==> src/rtl/mopshub_elink_pkg.sv <==
// Shared definitions for the e-link uplink receiver.
//   IDLE/SOP/EOP : 8-bit control codes carried on the e-link
//   FRAME_BYTES  : payload bytes between SOP and EOP
//   WORD_W       : width of the assembled payload word (FRAME_BYTES*8)
//   PAYLOAD_W    : width of the delivered payload (low bits of the word)
//   rx_state_e   : frame receiver states
package mopshub_elink_pkg;

  localparam logic [7:0] IDLE = 8'h7C;
  localparam logic [7:0] SOP  = 8'h3C;
  localparam logic [7:0] EOP  = 8'hBC;

  localparam int FRAME_BYTES = 10;
  localparam int WORD_W      = FRAME_BYTES * 8;
  localparam int PAYLOAD_W   = 76;

  typedef enum logic [1:0] {
    ST_HUNT,
    ST_IDLE_LOCKED,
    ST_PAYLOAD,
    ST_EOP_CHK
  } rx_state_e;

  // True for any of the three control codes; these never appear as payload.
  function automatic logic is_kchar(input logic [7:0] b);
    return (b == IDLE) || (b == SOP) || (b == EOP);
  endfunction

endpackage

==> src/rtl/elink_byte_aligner.sv <==
// Byte alignment for the e-link dibit stream.
// Shifts one dibit per clock into an 8-bit register, hunts for the IDLE code
// at every dibit offset, and once LOCK_CNT consecutive IDLE bytes are seen at
// one phase it declares lock and strobes each completed byte.
//   clk, rst     : clock, asynchronous active-high reset
//   rx_elink2bit : incoming dibit, bit [1] earlier
//   unlock       : request from the frame FSM to drop lock and hunt again
//   rx_byte      : current aligned byte (meaningful when byte_stb=1)
//   byte_stb     : one-cycle strobe per completed byte while locked
//   sync_locked  : alignment locked
module elink_byte_aligner
  import mopshub_elink_pkg::*;
#(
  parameter int LOCK_CNT = 4
) (
  input  logic       clk,
  input  logic       rst,
  input  logic [1:0] rx_elink2bit,
  input  logic       unlock,
  output logic [7:0] rx_byte,
  output logic       byte_stb,
  output logic       sync_locked
);

  localparam int LCW = $clog2(LOCK_CNT + 1);

  logic [7:0]     sreg_q, sreg_d;
  logic [1:0]     phase_q, phase_d;
  logic           anchored_q, anchored_d;
  logic           locked_q, locked_d;
  logic [LCW-1:0] lock_cnt_q, lock_cnt_d;
  logic           byte_done;

  // Phase 3 is the fourth clock after the anchor: the register then holds
  // exactly one new byte.
  assign byte_done = (anchored_q || locked_q) && (phase_q == 2'd3);

  // NOTE: every combinational output gets a default before any branch, so no
  // path leaves a signal unassigned and no latch is inferred.
  always_comb begin
    sreg_d     = {sreg_q[5:0], rx_elink2bit};
    phase_d    = phase_q + 2'd1;
    anchored_d = anchored_q;
    locked_d   = locked_q;
    lock_cnt_d = lock_cnt_q;

    if (locked_q) begin
      if (unlock) begin
        locked_d   = 1'b0;
        anchored_d = 1'b0;
        lock_cnt_d = '0;
      end
    end else if (!anchored_q) begin
      // Free search: any clock may become the byte boundary.
      if (sreg_q == IDLE) begin
        anchored_d = 1'b1;
        phase_d    = 2'd0;
        lock_cnt_d = LCW'(1);
        if (LOCK_CNT <= 1) locked_d = 1'b1;
      end
    end else if (byte_done) begin
      if (sreg_q == IDLE) begin
        if (lock_cnt_q >= LCW'(LOCK_CNT - 1)) begin
          locked_d = 1'b1;
        end else begin
          lock_cnt_d = lock_cnt_q + LCW'(1);
        end
      end else begin
        anchored_d = 1'b0;
        lock_cnt_d = '0;
      end
    end
  end

  // NOTE: state registers use non-blocking assignments so every flop samples
  // the pre-edge values of the others.
  always_ff @(posedge clk or posedge rst) begin
    if (rst) begin
      sreg_q     <= '0;
      phase_q    <= '0;
      anchored_q <= 1'b0;
      locked_q   <= 1'b0;
      lock_cnt_q <= '0;
    end else begin
      sreg_q     <= sreg_d;
      phase_q    <= phase_d;
      anchored_q <= anchored_d;
      locked_q   <= locked_d;
      lock_cnt_q <= lock_cnt_d;
    end
  end

  assign rx_byte     = sreg_q;
  assign byte_stb    = locked_q && (phase_q == 2'd3);
  assign sync_locked = locked_q;

endmodule

==> src/rtl/elink_uplink_rx.sv <==
// E-link uplink frame receiver.
// Aligns the dibit stream to bytes, then parses SOP + 10 payload bytes + EOP.
// Accepted frames deliver the low 76 bits of the 80-bit word; frames with a
// misplaced control code, a bad EOP or a non-zero top nibble are discarded.
//   clk, rst     : clock, asynchronous active-high reset
//   rx_elink2bit : serial dibit input, MSB first
//   data_rec_out : payload of the last accepted frame (held)
//   data_valid   : one-cycle pulse when data_rec_out updates
//   frame_err    : one-cycle pulse when a frame is discarded
//   sync_locked  : byte alignment locked
//   frame_cnt    : accepted frames, wrapping
//   err_cnt      : discarded frames, saturating
module elink_uplink_rx
  import mopshub_elink_pkg::*;
#(
  parameter int LOCK_CNT   = 4,
  parameter int UNLOCK_CNT = 3
) (
  input  logic                 clk,
  input  logic                 rst,
  input  logic [1:0]           rx_elink2bit,
  output logic [PAYLOAD_W-1:0] data_rec_out,
  output logic                 data_valid,
  output logic                 frame_err,
  output logic                 sync_locked,
  output logic [15:0]          frame_cnt,
  output logic [7:0]           err_cnt
);

  localparam int ICW = $clog2(UNLOCK_CNT + 1);

  logic [7:0] rx_byte;
  logic       byte_stb;
  logic       unlock;

  elink_byte_aligner #(
    .LOCK_CNT (LOCK_CNT)
  ) u_aligner (
    .clk          (clk),
    .rst          (rst),
    .rx_elink2bit (rx_elink2bit),
    .unlock       (unlock),
    .rx_byte      (rx_byte),
    .byte_stb     (byte_stb),
    .sync_locked  (sync_locked)
  );

  rx_state_e            state_q, state_d;
  logic [3:0]           byte_cnt_q, byte_cnt_d;
  logic [ICW-1:0]       inv_cnt_q, inv_cnt_d;
  logic [WORD_W-1:0]    payload_q, payload_d;
  logic [PAYLOAD_W-1:0] data_q, data_d;
  logic                 valid_q, valid_d;
  logic                 ferr_q, ferr_d;
  logic [15:0]          frame_cnt_q, frame_cnt_d;
  logic [7:0]           err_cnt_q, err_cnt_d;
  logic                 accept, discard;

  always_comb begin
    state_d    = state_q;
    byte_cnt_d = byte_cnt_q;
    inv_cnt_d  = inv_cnt_q;
    payload_d  = payload_q;
    unlock     = 1'b0;
    accept     = 1'b0;
    discard    = 1'b0;

    case (state_q)
      ST_HUNT: begin
        inv_cnt_d = '0;
        if (sync_locked) state_d = ST_IDLE_LOCKED;
      end

      ST_IDLE_LOCKED: begin
        if (byte_stb) begin
          if (rx_byte == IDLE) begin
            inv_cnt_d = '0;
          end else if (rx_byte == SOP) begin
            inv_cnt_d  = '0;
            byte_cnt_d = '0;
            state_d    = ST_PAYLOAD;
          end else if (inv_cnt_q >= ICW'(UNLOCK_CNT - 1)) begin
            unlock    = 1'b1;
            inv_cnt_d = '0;
            state_d   = ST_HUNT;
          end else begin
            inv_cnt_d = inv_cnt_q + ICW'(1);
          end
        end
      end

      ST_PAYLOAD: begin
        if (byte_stb) begin
          if (is_kchar(rx_byte)) begin
            // A control code inside the payload aborts; SOP also opens a
            // fresh frame immediately.
            discard = 1'b1;
            if (rx_byte == SOP) begin
              byte_cnt_d = '0;
            end else begin
              state_d = ST_IDLE_LOCKED;
            end
          end else begin
            payload_d = {payload_q[WORD_W-9:0], rx_byte};
            if (byte_cnt_q == 4'(FRAME_BYTES - 1)) begin
              state_d = ST_EOP_CHK;
            end else begin
              byte_cnt_d = byte_cnt_q + 4'd1;
            end
          end
        end
      end

      ST_EOP_CHK: begin
        if (byte_stb) begin
          state_d = ST_IDLE_LOCKED;
          if ((rx_byte == EOP) && (payload_q[WORD_W-1:PAYLOAD_W] == '0)) begin
            accept = 1'b1;
          end else begin
            discard = 1'b1;
          end
        end
      end

      default: state_d = ST_HUNT;
    endcase

    // Losing lock by any route returns the parser to HUNT.
    if (!sync_locked && !unlock) state_d = ST_HUNT;
  end

  always_comb begin
    data_d      = data_q;
    valid_d     = accept;
    ferr_d      = discard;
    frame_cnt_d = frame_cnt_q;
    err_cnt_d   = err_cnt_q;
    if (accept) begin
      data_d      = payload_q[PAYLOAD_W-1:0];
      frame_cnt_d = frame_cnt_q + 16'd1;
    end
    if (discard && (err_cnt_q != 8'hFF)) begin
      err_cnt_d = err_cnt_q + 8'd1;
    end
  end

  // NOTE: the payload and output data registers are reset along with the
  // control state so a partial frame never leaks after reset.
  always_ff @(posedge clk or posedge rst) begin
    if (rst) begin
      state_q     <= ST_HUNT;
      byte_cnt_q  <= '0;
      inv_cnt_q   <= '0;
      payload_q   <= '0;
      data_q      <= '0;
      valid_q     <= 1'b0;
      ferr_q      <= 1'b0;
      frame_cnt_q <= '0;
      err_cnt_q   <= '0;
    end else begin
      state_q     <= state_d;
      byte_cnt_q  <= byte_cnt_d;
      inv_cnt_q   <= inv_cnt_d;
      payload_q   <= payload_d;
      data_q      <= data_d;
      valid_q     <= valid_d;
      ferr_q      <= ferr_d;
      frame_cnt_q <= frame_cnt_d;
      err_cnt_q   <= err_cnt_d;
    end
  end

  assign data_rec_out = data_q;
  assign data_valid   = valid_q;
  assign frame_err    = ferr_q;
  assign frame_cnt    = frame_cnt_q;
  assign err_cnt      = err_cnt_q;

endmodule

==> config.mk <==
export PLATFORM = sky130hd
export DESIGN_NAME = elink_uplink_rx
export DESIGN_NICKNAME = d
export VERILOG_FILES = /design/src/rtl/mopshub_elink_pkg.sv /design/src/rtl/elink_byte_aligner.sv /design/src/rtl/elink_uplink_rx.sv
export SDC_FILE = /design/constraint.sdc
export NUM_CORES = 1
export LEC_CHECK = 0
export ABC_AREA = 1
export CORE_UTILIZATION = 40
export DETAILED_ROUTE_END_ITERATION = 6
export HOLD_SLACK_MARGIN = 0.12
export PLACE_DENSITY = 0.69
export SYNTH_ARGS = -nofsm -noshare
export SYNTH_HDL_FRONTEND = slang
export SYNTH_SLANG_ARGS = --single-unit
==> constraint.sdc <==
create_clock -name clk -period 16.55 [get_ports clk]
set_input_delay 2.4825 -clock clk [delete_from_list [all_inputs] [get_ports clk]]
set_output_delay 2.4825 -clock clk [all_outputs]
set_load 0.02 [all_outputs]
==> summary.txt <==
Clock tree
  • Clock Latency Late Sink: 0.49 ns
  • Clock Tree Buf Depth: 3
  • TritonCTS Buffers: 22
  • Root Driver: clkbuf_16
  • CTS resizes: 0
  • Number of buffers added for setup after CTS: 0
  • # hold bufs at CTS: 0
  • TritonCTS clock tree: built
  • Clk sink count: 205
  • H-Tree Depth: 1
  • Clock transition at path regs: 0.06 ns

Run status
  • Status: complete, no violations

STA
  • Hold Vio Cnt, Final: 0
  • Min Clock Period, post-route: 4.31 ns
  • Fmax: 232 MHz
  • Final period utilization: 26.0%
  • Slew @ Worst Pin: 1.10 ns
  • RSZ-0062 raised after global routing: false
  • WHS: 0.374 ns
  • Max-slew violations: 0
  • Rel. slew slack: 26.6%
  • Layout Skew: 0.0102 ns
  • Final setup fails: 0
  • Setup tns final: 0 ns

Worst hold path
  • Hold Crit Class: register to register

Die
  • Die height: 151 µm
  • Initial core utilization: 40.8%
  • Core box area: 21800 µm²
  • IO Pins: 107
  • Die area: 22900 µm²
  • Rows: 54
  • Die width: 151 µm

Global route
  • Vias in the first global route: 5946
  • Largest net degree at the start of global routing: 160
  • GRT overflow: 0
  • Initial antenna violation count: 0
  • Overall routing resource usage: 15.6%
  • First-pass GRT wire length: 28900 µm

Synth
  • EDFF count, synth: 0
  • Main flop type after synthesis: dfrtp_1
  • Area share of the largest cell type after synthesis: 57.5%
  • Ys async rst share: 100%
  • Post-synth top area cell: dfrtp_1
  • Post-Syn Instances: 933
  • Post-Syn Area: 8910 µm²
  • Top cells by count, synth: 273 x nand2_1, 205 x dfrtp_1, 113 x inv_1
  • Syn nets: 949
  • Top-count cell post-synth: nand2_1
  • Top post-synthesis cells by area: dfrtp_1 58%, nand2_1 11%, o21ai_2 5.6%
  • Post-synthesis sequential area ratio: 57.5%
  • Post-Syn Area per Cell: 9.55 µm²
  • Synthesized flop and latch total: 205
  • Ys Warns: 0
  • Cell variety after synth: 30

Worst setup path
  • CP arrival: 1.83 ns
  • CP Capture Type: primary output
  • Crit Path Category: register to primary output
  • Crit-path max cell delay: 0.71 ns
  • Startpoint Class: register
  • CP required: 14.07 ns
  • Crit path cell chain: clkdlybuf4s50_1
  • Slowest stage cell, crit path: clkdlybuf4s50_1
  • CP Max Fanout: 15
  • Worst path top cell family by delay: buffers and inverters
  • Worst Path Buf+Inv: 1

Power and ir drop
  • VDD IR max: 0.0000651 V
  • Pwr Density: 96.5 nW/µm²
  • Leakage: 4.84 nW

Placed design
  • DPL Wire Length: 11100 µm
  • Area after DPL: 10000 µm²
  • PortBufs: 106
  • Placed insts: 1285
  • GPL Wtd Cong: 0.820

Finish
  • Post-route insts no fill: 1325
  • Synth-to-Final Area Change: 21.1%
  • Final net count: 1045
  • Cell area after layout: 10800 µm²
  • Fraction of layout cells with a size suffix above 1: 11.9%
  • # fillers: 2022
  • N_diodes: 0

Detailed routing
  • Via density per instance: 4.70
  • DRT Pass-1 Iters: 5
  • Remaining DRCs: 0
  • Final wirelength: 17000 µm
  • WL/cell: 12.9 µm
  • DRT iter0 DRCs: 358
  • Vias: 6229
  • DRT antenna net count: 0

Flow run
  • Max_cap viols: 0
[worst paths after layout]
check	end	slack, ns	startpoint	cells past startpoint
worst min register to register	u_aligner.rx_byte[3]	0.37	u_aligner.rx_byte[1]	0
max in group asynchronous	u_aligner.lock_cnt_q[0]	12.50	rst	3
worst max-delay path	sync_locked	12.24	u_aligner.sync_locked	1
min in group asynchronous	data_rec_out[39]	2.51	rst	2
worst min-delay path	u_aligner.rx_byte[3]	0.37	u_aligner.rx_byte[1]	0
worst max register to register	payload_q[1]	13.85	u_aligner.sync_locked	5
[final cells by class]
cell class,instances,area (µm²),share of cell area (%)
clock buffers,29,638,5.91
flip-flops and latches,205,5130,47.5
repair buffers,108,1080,9.97
well taps,280,350,3.25
inverters,117,447,4.14
clock inverters,11,138,1.27
multi-input cells,575,3020,27.9
[through the flow]
step / power, mW / setup WS, ns / util [%]
floorplan: 0.532 / 8.47 / -
global placement: 0.537 / 11.79 / 45.9
detailed placement: 0.538 / 11.80 / 45.9
CTS: 1.06 / 12.22 / 49.5
global route: 1.08 / 12.08 / 49.5
finish: 1.04 / 12.24 / 49.5
[flip-flops by register name, summed over array words and instances (netlist names)]
name / count
frame_cnt: 16
data_valid: 1
u_aligner.anchored_q: 1
inv_cnt_q: 2
state_q: 2
u_aligner.phase_q: 2
u_aligner.sync_locked: 1
err_cnt: 8
data_rec_out: 76
u_aligner.rx_byte: 8
frame_err: 1
u_aligner.lock_cnt_q: 3
byte_cnt_q: 4
payload_q: 80
[layer usage]
layer | up-vias | track usage, % | wire length (µm)
met5 | - | 0 | 0
met4 | 0 | 4.30 | 339
met3 | 26 | 2.32 | 686
met2 | 118 | 24.7 | 7810
met1 | 2935 | 22.1 | 8190
li1 | 3150 | - | -
[power by group]
part           internal (mW)  switching [mW]  total (mW)  leakage [nW]
sequential             0.505         0.00265       0.508          2.84
combinational        0.00445          0.0157      0.0201          1.63
clock                  0.318           0.196       0.514         0.377
[placed cells by master, fill, tap and decap left out, types with 18 or more instances in the layout]
| cell type | netlist | routed |
|---|---|---|
| nand2_1 | 273 | 273 |
| dfrtp_1 | 205 | 205 |
| inv_1 | 113 | 112 |
| clkdlybuf4s50_1 | 0 | 106 |
| o21ai_0 | 71 | 71 |
| o21ai_2 | 57 | 57 |
| nor2_1 | 32 | 32 |
| o21ai_1 | 30 | 30 |
| nand3_1 | 24 | 24 |
| clkbuf_16 | 0 | 23 |
| nand4_1 | 18 | 18 |
[cells by family after synthesis]
| kind of cell | share of synthesized area (%) |
|---|---|
| compound gates | 12.2 |
| fa+ha+maj | 1.68 |
| flops | 57.5 |
| buf+inv | 8.72 |
| xor+xnor | 2.06 |
| simple gates | 17.8 |
Power figures use the tool's default switching activity.
